`config.mk`:
```
export PLATFORM = sky130hd
export DESIGN_NAME = clk_div_multi_flat
export DESIGN_NICKNAME = d
export VERILOG_FILES = /design/src/rtl/clk_div_multi_if.sv /design/src/rtl/clk_div_multi.sv /design/src/flat_wrapper.sv
export SDC_FILE = /design/constraint.sdc
export NUM_CORES = 1
export LEC_CHECK = 0
export ABC_AREA = 0
export ABC_CLOCK_PERIOD_IN_PS = 7170
export CAP_MARGIN = 20
export CORE_ASPECT_RATIO = 1.75
export CORE_UTILIZATION = 61
export CTS_CLUSTER_DIAMETER = 150
export CTS_CLUSTER_SIZE = 28
export DETAILED_ROUTE_END_ITERATION = 6
export PLACE_DENSITY_LB_ADDON = 0.05
export SLEW_MARGIN = 20
export SYNTH_ARGS = -nofsm -noshare
export SYNTH_HDL_FRONTEND = slang
export SYNTH_SLANG_ARGS = --single-unit
export TNS_END_PERCENT = 10
```
`constraint.sdc`:
```
create_clock -name clk -period 7.17 [get_ports clk]
set_input_delay 1.434 -clock clk [delete_from_list [all_inputs] [get_ports clk]]
set_output_delay 1.434 -clock clk [all_outputs]
set_load 0.01 [all_outputs]
```
`src/rtl/clk_div_multi_if.sv`:
```
// rtl/clk_div_multi_if.sv - shared divisor configuration port for clk_div_multi
interface clk_div_multi_if #(
    parameter int CH_W  = 2,
    parameter int CNT_W = 32
);
    logic             cfg_wr;
    logic [CH_W-1:0]  cfg_ch;
    logic [CNT_W-1:0] cfg_div;

    modport master (output cfg_wr, output cfg_ch, output cfg_div);
    modport slave  (input  cfg_wr, input  cfg_ch, input  cfg_div);
endinterface

```
`src/rtl/clk_div_multi.sv`:
```
// rtl/clk_div_multi.sv - multi-channel runtime-programmable clock divider
// Divisor changes are staged in a shadow register and applied only at a period boundary.
module clk_div_multi #(
    parameter int          NUM_CH      = 4,
    parameter int          CH_W        = 2,
    parameter int          CNT_W       = 32,
    parameter int unsigned DEFAULT_DIV = 100_000_000
) (
    input  logic              clk,
    input  logic              rst_n,
    input  logic [NUM_CH-1:0] en,
    clk_div_multi_if.slave    cfg,
    output logic [NUM_CH-1:0] clk_out,
    output logic [NUM_CH-1:0] tick,
    output logic [NUM_CH-1:0] pending
);

    localparam logic [CNT_W-1:0] RESET_DIV = CNT_W'(DEFAULT_DIV);

    for (genvar g = 0; g < NUM_CH; g++) begin : g_ch
        logic [CNT_W-1:0] cnt;
        logic [CNT_W-1:0] active_div;
        logic [CNT_W-1:0] shadow_div;
        logic             pend;
        logic             level;
        logic             strobe;
        logic             stopped;
        logic             last;
        logic             wr_hit;
        logic             apply;
        logic [CNT_W:0]   half;

        always_comb begin
            stopped = (active_div == '0);
            // D-1 is only formed when D>=1, so no wrap at D=0
            last    = !stopped && (cnt == active_div - CNT_W'(1));
            half    = ({1'b0, active_div} + (CNT_W+1)'(1)) >> 1;
            wr_hit  = cfg.cfg_wr && (cfg.cfg_ch == CH_W'(g));
            apply   = pend && (!en[g] || stopped || last);
        end

        always_ff @(posedge clk or negedge rst_n) begin
            if (!rst_n) begin
                cnt        <= '0;
                active_div <= RESET_DIV;
                shadow_div <= RESET_DIV;
                pend       <= 1'b0;
                level      <= 1'b0;
                strobe     <= 1'b0;
            end else begin
                if (apply) begin
                    active_div <= shadow_div;
                    cnt        <= '0;
                    pend       <= 1'b0;
                end else if (!en[g] || stopped || last) begin
                    cnt <= '0;
                end else begin
                    cnt <= cnt + CNT_W'(1);
                end
                // a write on the apply edge lands after the old shadow was consumed
                if (wr_hit) begin
                    shadow_div <= cfg.cfg_div;
                    pend       <= 1'b1;
                end
                level  <= en[g] && !stopped && ({1'b0, cnt} < half);
                strobe <= en[g] && last;
            end
        end

        assign clk_out[g] = level;
        assign tick[g]    = strobe;
        assign pending[g] = pend;
    end

endmodule

```
`src/flat_wrapper.sv`:
```
// flat-port wrapper written by rule: the top's interface ports become plain ports
module clk_div_multi_flat 
#(
    parameter int          NUM_CH      = 4,
    parameter int          CH_W        = 2,
    parameter int          CNT_W       = 32,
    parameter int unsigned DEFAULT_DIV = 100_000_000
)
  (clk, rst_n, en, clk_out, tick, pending, cfg_cfg_wr, cfg_cfg_ch, cfg_cfg_div);
  clk_div_multi_if #(.CH_W(CH_W), .CNT_W(CNT_W)) cfg_i ();
  input  logic clk;
  input  logic rst_n;
  input  logic [NUM_CH-1:0] en;
  output logic [NUM_CH-1:0] clk_out;
  output logic [NUM_CH-1:0] tick;
  output logic [NUM_CH-1:0] pending;
  input wire logic [$bits(cfg_i.cfg_wr)-1:0] cfg_cfg_wr;
  input wire logic [$bits(cfg_i.cfg_ch)-1:0] cfg_cfg_ch;
  input wire logic [$bits(cfg_i.cfg_div)-1:0] cfg_cfg_div;
  assign cfg_i.cfg_wr = cfg_cfg_wr;
  assign cfg_i.cfg_ch = cfg_cfg_ch;
  assign cfg_i.cfg_div = cfg_cfg_div;
  clk_div_multi #(.NUM_CH(NUM_CH), .CH_W(CH_W), .CNT_W(CNT_W), .DEFAULT_DIV(DEFAULT_DIV)) u_core (.clk(clk), .rst_n(rst_n), .en(en), .cfg(cfg_i), .clk_out(clk_out), .tick(tick), .pending(pending));
endmodule
```
==> results of run 1 <==
==> cell type report <==
class,instances,area [um^2]
clock buffers,30,495.5
fillers,3569,15100
clock inverters,2,46.29
flip-flops and latches,396,10030
multi-input cells,2129,15500
inverters,44,165.2
repair buffers,63,633.1
well taps,561,701.9
==> flip-flops by register name, summed over array words and instances, names as in the netlist <==
register / cells
u_core.g_ch.active_div: 128
u_core.g_ch.cnt: 128
u_core.g_ch.level: 4
u_core.g_ch.pend: 4
u_core.g_ch.shadow_div: 128
u_core.g_ch.strobe: 4
==> cell usage after synthesis, types with 55 or more instances <==
library cell	n
nor2_1	289
clkbuf_1	137
nand2_1	183
xor2_1	210
ha_1	136
and3_1	59
nand4_1	88
mux2_2	220
a21o_1	58
xnor2_1	181
a21oi_1	60
o21ai_0	55
dfstp_2	96
nor3_1	76
dfrtp_1	300
nand3_1	122
==> critical path: stages, from the launching register on <==
cell	delay [ns]
dfrtp_1	0.52
nor4_1	0.83
nand4_1	0.72
or3_1	0.56
o21ba_2	0.22
or4_1	0.51
nor4_1	0.42
a21o_1	0.89
o21ai_0	0.17
==> worst max path at each step <==
stage / from / endpoint / slack, ns / cells after the start
6_report: u_core.g_ch[1].active_div[5] / u_core.g_ch[1].pend / 2.15 / 8
3_3_place_gp: u_core.g_ch[1].active_div[5] / u_core.g_ch[1].pend / 2.35 / 8
2_1_floorplan: u_core.g_ch[3].active_div[6] / u_core.g_ch[3].active_div[25] / 3.36 / 11
3_5_place_dp: u_core.g_ch[1].active_div[5] / u_core.g_ch[1].pend / 2.30 / 8
5_1_grt: u_core.g_ch[1].active_div[5] / u_core.g_ch[1].pend / 1.75 / 9
4_1_cts: u_core.g_ch[1].active_div[5] / u_core.g_ch[1].pend / 2.25 / 8
==> power by group <==
part	switching (W)	total (W)	leakage, nW	internal [W]
sequential	0.000917	0.00369	4.85	0.00278
clock	0.000725	0.00122	0.254	0.000493
combinational	0.00119	0.00241	6.26	0.00123
total	0.00283	0.00732	11.4	0.00449
==> layer usage <==
layer / vias up / global-route usage
li1: 9456 / -
met1: 9761 / 0.3399
met4: 0 / 0.1381
met2: 451 / 0.5730
met5: - / 0
met3: 191 / 0.02093
==> through the flow <==
| stage | area (um^2) | power [W] |
|---|---|---|
| after floorplan | 26440 | 0.005389 |
| after global placement | 27020 | 0.006017 |
| after detailed placement | 27030 | 0.006124 |
| after CTS | 27570 | 0.007358 |
| after global routing | 27570 | 0.007777 |
| final | 27570 | 0.007324 |
==> cell families after synthesis <==
kind of cell               synth area share
and+or+nand+nor                      0.2025
DFF                                  0.3793
xor gates and xnor gates             0.1295
AOI/OAI and AO/OA                   0.07302
muxes                                0.1158
buffers and inverters               0.03544
adders and majority gates           0.06436
==> impl_summary.log, run 1 <==
[metrics] Area contributors post-synth: dfrtp_1, dfstp_2, mux2_2
[metrics] WL met2: about 35000 um
[metrics] # setup viols final: 0
[metrics] unrepaired setup endpoints after global routing: no
[metrics] utilization after layout: 0.6462
[metrics] top sig layer: met4
[metrics] headroom to the max-slew limit: 0.2505
[metrics] netlist area before placement: roughly 26000 um^2
[metrics] Die Footprint: 44210 um^2
[metrics] Hold Path Origin: u_core.g_ch[2].shadow_div[12]
[metrics] number of distinct library cells after synthesis: 80
[metrics] data arrival time of the worst path: 5.42 ns
[metrics] Syn Area/Cell: around 9.6 um^2
[metrics] number of flops mapped to enable cells by yosys: 0
[metrics] number of placed instances with taps included: between 3000 and 4000
[metrics] element type at the critical path start: register
[metrics] number of buffers created by CTS: 18
[metrics] HPWL after detailed placement: about 50000 um
[metrics] total via count in the routed design: between 15000 and 20000
[metrics] number of antenna violations at the first check in global routing: 1
[metrics] register clock-pin slew on the reported worst setup and hold paths: 0.12 ns
[metrics] worst IR drop on VDD: ~0.26 mV
[metrics] number of setup buffers added after CTS: 0
[metrics] TritonCTS clock tree: yes
[metrics] final worst-path cycle share: 0.7003
[metrics] number of core rows: 100
[metrics] Die Span X: 159.4 um
[metrics] share of post-route cells with drive strength above 1: 0.1535
[metrics] FF+latch count, synth: between 300 and 400
[metrics] maximum number of pins on one net before global-route repair: 164
[metrics] non-filler instance count after layout: roughly 3200
[metrics] height of the die: around 280 um
[metrics] residual DRC count: 0
[metrics] maximum level of the CTS H-tree: 1
[metrics] worst clock skew on the final layout: roughly 0.04 ns
[metrics] Leak Pwr: around 11 nW
[metrics] number of nets with antenna violations after detailed routing: 0
[metrics] Cells on Worst Hold Path: 1
[metrics] buffer type at the clock tree root: clkbuf_16
[metrics] Pre-Repair DR Iteration Count: 5
[metrics] cts repair resizes: 0
[metrics] Post-Place Worst Slack: roughly 2.3 ns
[metrics] number of max-cap violations: 0
[metrics] sum of overflow across all layers after global routing: 0
[metrics] sum of met3 wire segment lengths after detailed routing: roughly 1700 um
[metrics] CTS Buffer Depth: 3
[metrics] power per standard cell area: roughly 270 nW/um^2
[metrics] type of element capturing the critical path: register
[metrics] crit-path max FO: 33
[metrics] global-route wire length before repair: around 110000 um
[metrics] yosys synthesis warning count: 0
[metrics] GPL Wtd Cong: between 0.9 and 1
[metrics] fin crit period: around 5 ns
[metrics] Core Region: ~43000 um^2
[metrics] met1 wire length: approximately 26000 um
[metrics] Synth Net Count: between 2000 and 3000
[metrics] path class of the lowest-slack min-delay path: register to register
[metrics] DR iter-0 viols: about 1000
[metrics] leading cell types in the layout, fill and taps excluded: dfrtp_1, nor2_1, mux2_2, xor2_1, nand2_1
[metrics] final hold violations: 0
[metrics] synthesized instance count: about 2700
[metrics] vias in the first global route: about 20000
[metrics] slack of the worst reg-to-reg path: approximately 2.1 ns
[metrics] RR Startpoint: u_core.g_ch[1].active_div[5]
[metrics] Post-Route Setup TNS: 0 ns
[metrics] Layout Nets: about 2800
[metrics] endpoint of the worst register-to-register path: u_core.g_ch[1].pend
[metrics] count of port buffers added during placement: 52
[metrics] starting density of the core: 0.6197
[metrics] area share of the largest cell type after synthesis: 0.2839
[metrics] Area Overhead vs Synth: 4.273%
[metrics] maximum clock frequency: between 150 and 200 MHz
[metrics] worst r2r path cells: 8
[metrics] number of sinks on the clock net: about 400
[metrics] dominant cell type by area after synthesis: dfrtp_1
[metrics] transition time of the tightest slew-check pin: between 1 and 1.5 ns
[metrics] latest clock arrival within the worst-skew pair: ~0.57 ns
[metrics] Top FF cell, synth: dfrtp_1
[metrics] Final Max Tran Viols: 0
[metrics] global router's overall resource usage: 0.3013
[metrics] critical setup path kind: register to register
[metrics] total of hold buffers inserted after clock tree synthesis: 0
[metrics] final wirelength: ~66000 um
[metrics] hold slack final: between 0.4 and 0.5 ns
[metrics] worst min-delay path endpoint: u_core.g_ch[2].active_div[12]
[metrics] top-level port count: 53
[metrics] part of the Yosys area used for sequential elements: 0.3793
[metrics] worst path setup slack after routing: 2.149 ns
[metrics] via/cell ratio: slightly above 6
[metrics] most frequent standard cell in the layout excluding fill and tap cells: dfrtp_1
[metrics] Diodes inserted: 0
[metrics] result of the run: complete, no violations
[metrics] average wire per standard cell: about 20 um
[metrics] WP data required: between 7 and 8 ns
[metrics] fraction of registers with async set or reset after synthesis: 1.000
Note: power is estimated with default switching activity, not from simulation.
==> inputs of run 2 (changes only) <==
ABC_CLOCK_PERIOD_IN_PS = 4650   (was 7170)
clock period = 4.65 ns   (was 7.17 ns; I/O delays follow)
==> run 2 against run 1 <==
  * Global-route usage grew 0.66 points
  * Routed wire length grew 2.0%
  * Sequential cell count stayed put
  * Via count rose by 1.2%
  * First-iteration DRC count increased by 12%
  * Register-to-register slack worse by 1.7 ns
  * Die area unchanged
  * Clock skew up 0.00089 ns
  * Setup slack worse by 1.7 ns
  * Critical endpoint is now u_core.g_ch[3].active_div[2]
  * Highest routed layer unchanged
==> impl_summary.log, run 2 (synthesis gave the netlist of run 1 again) <==
[metrics] TritonCTS clock tree: yes (unchanged)
[metrics] WP data required: 5.11 ns (was 7.56 ns)
[metrics] number of nets with antenna violations after detailed routing: 0 (unchanged)
[metrics] total via count in the routed design: 20090 (was 19860)
[metrics] power per standard cell area: 411.8 nW/um^2 (was 265.7 nW/um^2)
[metrics] DR iter-0 viols: 1152 (was 1028)
[metrics] global-route wire length before repair: 108400 um (was 106000 um)
[metrics] number of setup buffers added after CTS: 0 (unchanged)
[metrics] number of sinks on the clock net: 396 (unchanged)
[metrics] number of core rows: 100 (unchanged)
[metrics] Slowest Stage Delay on Critical Path: 0.63 ns (was 0.89 ns)
[metrics] share of post-route cells with drive strength above 1: 0.1644 (was 0.1535)
[metrics] buffer type at the clock tree root: clkbuf_16 (unchanged)
[metrics] multi-input logic area: 15490 um^2 (was 15500 um^2)
[metrics] Die Footprint: 44210 um^2 (unchanged)
[metrics] most used cell, CP: nand4_1 (was nor4_1)
[metrics] cell with the biggest individual delay on the critical path: or4_1 (was a21o_1)
[metrics] unrepaired setup endpoints after global routing: no (unchanged)
[metrics] Post-Route Setup TNS: 0 ns (unchanged)
[metrics] via/cell ratio: 6.158 (about the same)
[metrics] Leak Pwr: 11.55 nW (was 11.36 nW)
[metrics] ordered list of cells on the worst path: inv_1, ha_1, nor4b_1, nand4_1, or4_1, o21ai_1, nand4_1, or4_4, a21bo_2, mux2_1 (was nor4_1, nand4_1, or3_1, o21ba_2, or4_1, nor4_1, a21o_1, o21ai_0)
[metrics] number of buffers created by CTS: 18 (unchanged)
[metrics] fin crit period: 4.192 ns (was 5.021 ns)
[metrics] critical setup path kind: register to register (unchanged)
[metrics] crit-path max FO: 32 (was 33)
[metrics] CTS Buffer Depth: 3 (unchanged)
[metrics] residual DRC count: 0 (unchanged)
[metrics] Area Overhead vs Synth: 5.381% (was 4.273%)
[metrics] cts repair resizes: 0 (unchanged)
[metrics] overall power after layout: 0.01147 W (was 0.007324 W)
[metrics] cell family with most CP delay: simple AND/OR/NAND/NOR gates (unchanged)
[metrics] maximum level of the CTS H-tree: 1 (unchanged)
[metrics] maximum clock frequency: 238.5 MHz (was 199.2 MHz)
[metrics] Final Max Tran Viols: 0 (unchanged)
[metrics] global router's overall resource usage: 0.3079 (was 0.3013)
[metrics] Die Span X: 159.4 um (unchanged)
[metrics] count of port buffers added during placement: 52 (unchanged)
[metrics] HPWL after detailed placement: 51240 um (was 49930 um)
[metrics] most frequent standard cell in the layout excluding fill and tap cells: dfrtp_1 (unchanged)
[metrics] top-level port count: 53 (unchanged)
[metrics] transition time of the tightest slew-check pin: 0.8598 ns (was 1.124 ns)
[metrics] worst IR drop on VDD: 0.5179 mV (was 0.2594 mV)
[metrics] total of hold buffers inserted after clock tree synthesis: 0 (unchanged)
[metrics] path class of the lowest-slack min-delay path: input pin to async pin (was register to register)
[metrics] type of element capturing the critical path: register (unchanged)
[metrics] sum of buffers and inverters on the critical path: 1 (was 0)
[metrics] data arrival time of the worst path: 4.65 ns (was 5.42 ns)
[metrics] headroom to the max-slew limit: 0.4268 (was 0.2505)
[metrics] # setup viols final: 0 (unchanged)
[metrics] final design area excluding fillers: 27860 um^2 (was 27570 um^2)
[metrics] starting density of the core: 0.6197 (unchanged)
[metrics] latest clock arrival within the worst-skew pair: 0.59 ns (was 0.57 ns)
[metrics] register clock-pin slew on the reported worst setup and hold paths: 0.12 ns (about the same)
[metrics] worst clock skew on the final layout: 0.04102 ns (was 0.04013 ns)
[metrics] fillers: 3536 (was 3569)
[metrics] result of the run: complete, no violations (unchanged)
[metrics] leading cell types in the layout, fill and taps excluded: dfrtp_1, nor2_1, mux2_2, xor2_1, nand2_1 (unchanged)
[metrics] number of antenna violations at the first check in global routing: 1 (unchanged)
[metrics] vias in the first global route: 20460 (was 20080)
[metrics] final worst-path cycle share: 0.9016 (was 0.7003)
[metrics] Layout Nets: 2865 (was 2829)
[metrics] non-filler instance count after layout: 3262 (was 3225)
[metrics] number of placed instances with taps included: 3229 (was 3193)
[metrics] final wirelength: 67420 um (was 66100 um)
[metrics] post-detailed-placement cell area: 27320 um^2 (was 27030 um^2)
[metrics] Largest regs: u_core.g_ch.active_div (128), u_core.g_ch.cnt (128), u_core.g_ch.shadow_div (128) (unchanged)
[metrics] Register Area: 10030 um^2 (unchanged)
[metrics] GPL Wtd Cong: 0.9488 (was 0.9517)
[metrics] Pre-Repair DR Iteration Count: 5 (unchanged)
[metrics] number of max-cap violations: 0 (unchanged)
[metrics] maximum number of pins on one net before global-route repair: 105 (was 164)
[metrics] Core Region: 42670 um^2 (unchanged)
[metrics] element type at the critical path start: register (unchanged)
[metrics] hold slack final: 0.3900 ns (was 0.4884 ns)
[metrics] height of the die: 277.4 um (unchanged)
[metrics] sum of overflow across all layers after global routing: 0 (unchanged)
[metrics] final hold violations: 0 (unchanged)
[metrics] average wire per standard cell: 20.67 um (was 20.50 um)
run 2: changes by cell type in the layout (fill, tap and decap cells not counted), sizes merged:
cell	previous run	this run
buf	12	48
diode	0	1
run 2: per-stage QoR:
stage                     utilization  setup slack [ns]
after global placement         0.6403            0.5047
after floorplan                     -            0.8449
after CTS                      0.6530            0.4999
after detailed placement       0.6403            0.5258
after global routing           0.6530            0.1433
final                          0.6531            0.4575
run 2: layer usage:
metal | track usage | share of wire | vias up
met5 | 0 | 0 | -
met4 | 0.1391 | 0.045 | 0
met3 | 0.02407 | 0.030 | 175
met2 | 0.5908 | 0.54 | 483
met1 | 0.3418 | 0.39 | 9886
li1 | - | - | 9544
run 2: area by class of cell:
| type | instances | share of cell area |
|---|---|---|
| sequential | 396 | 0.3600 |
| clock inverter | 2 | 0.001662 |
| inverter | 44 | 0.005928 |
| clock buffer | 30 | 0.01778 |
| timing repair buffer | 99 | 0.03332 |
| multi-input combinational | 2129 | 0.5561 |
| antenna | 1 | 0.00008981 |
| tap | 561 | 0.02519 |
run 2: worst register-to-register path, delay by kind of cell, from the launching register on:
family / cells / cell delay [ns]
fa+ha+maj: 1 / 0.21
flops: 1 / 0.48
buf+inv: 1 / 0.09
mux: 1 / 0.43
compound gates: 2 / 0.72
simple gates: 5 / 2.15
run 2: path summary, 6_finish.rpt:
check	slack (ns)	to	cells after the start	from
setup / recovery	0.46	u_core.g_ch[3].active_div[2]	10	u_core.g_ch[3].active_div[0]
hold / removal	0.39	u_core.g_ch[3].cnt[23]	1	rst_n
setup reg to reg	0.46	u_core.g_ch[3].active_div[2]	10	u_core.g_ch[3].active_div[0]
hold reg to reg	0.50	u_core.g_ch[0].active_div[10]	1	u_core.g_ch[0].shadow_div[10]
max in group asynchronous	3.16	u_core.g_ch[2].shadow_div[21]	2	rst_n
min in group clk	0.50	u_core.g_ch[0].active_div[10]	1	u_core.g_ch[0].shadow_div[10]
run 2: power breakdown:
part | switching, W | total, W | internal, W
clock | 0.00113 | 0.00189 | 0.000760
sequential | 0.00128 | 0.00556 | 0.00428
combinational | 0.00203 | 0.00402 | 0.00199
total | 0.00444 | 0.0115 | 0.00703
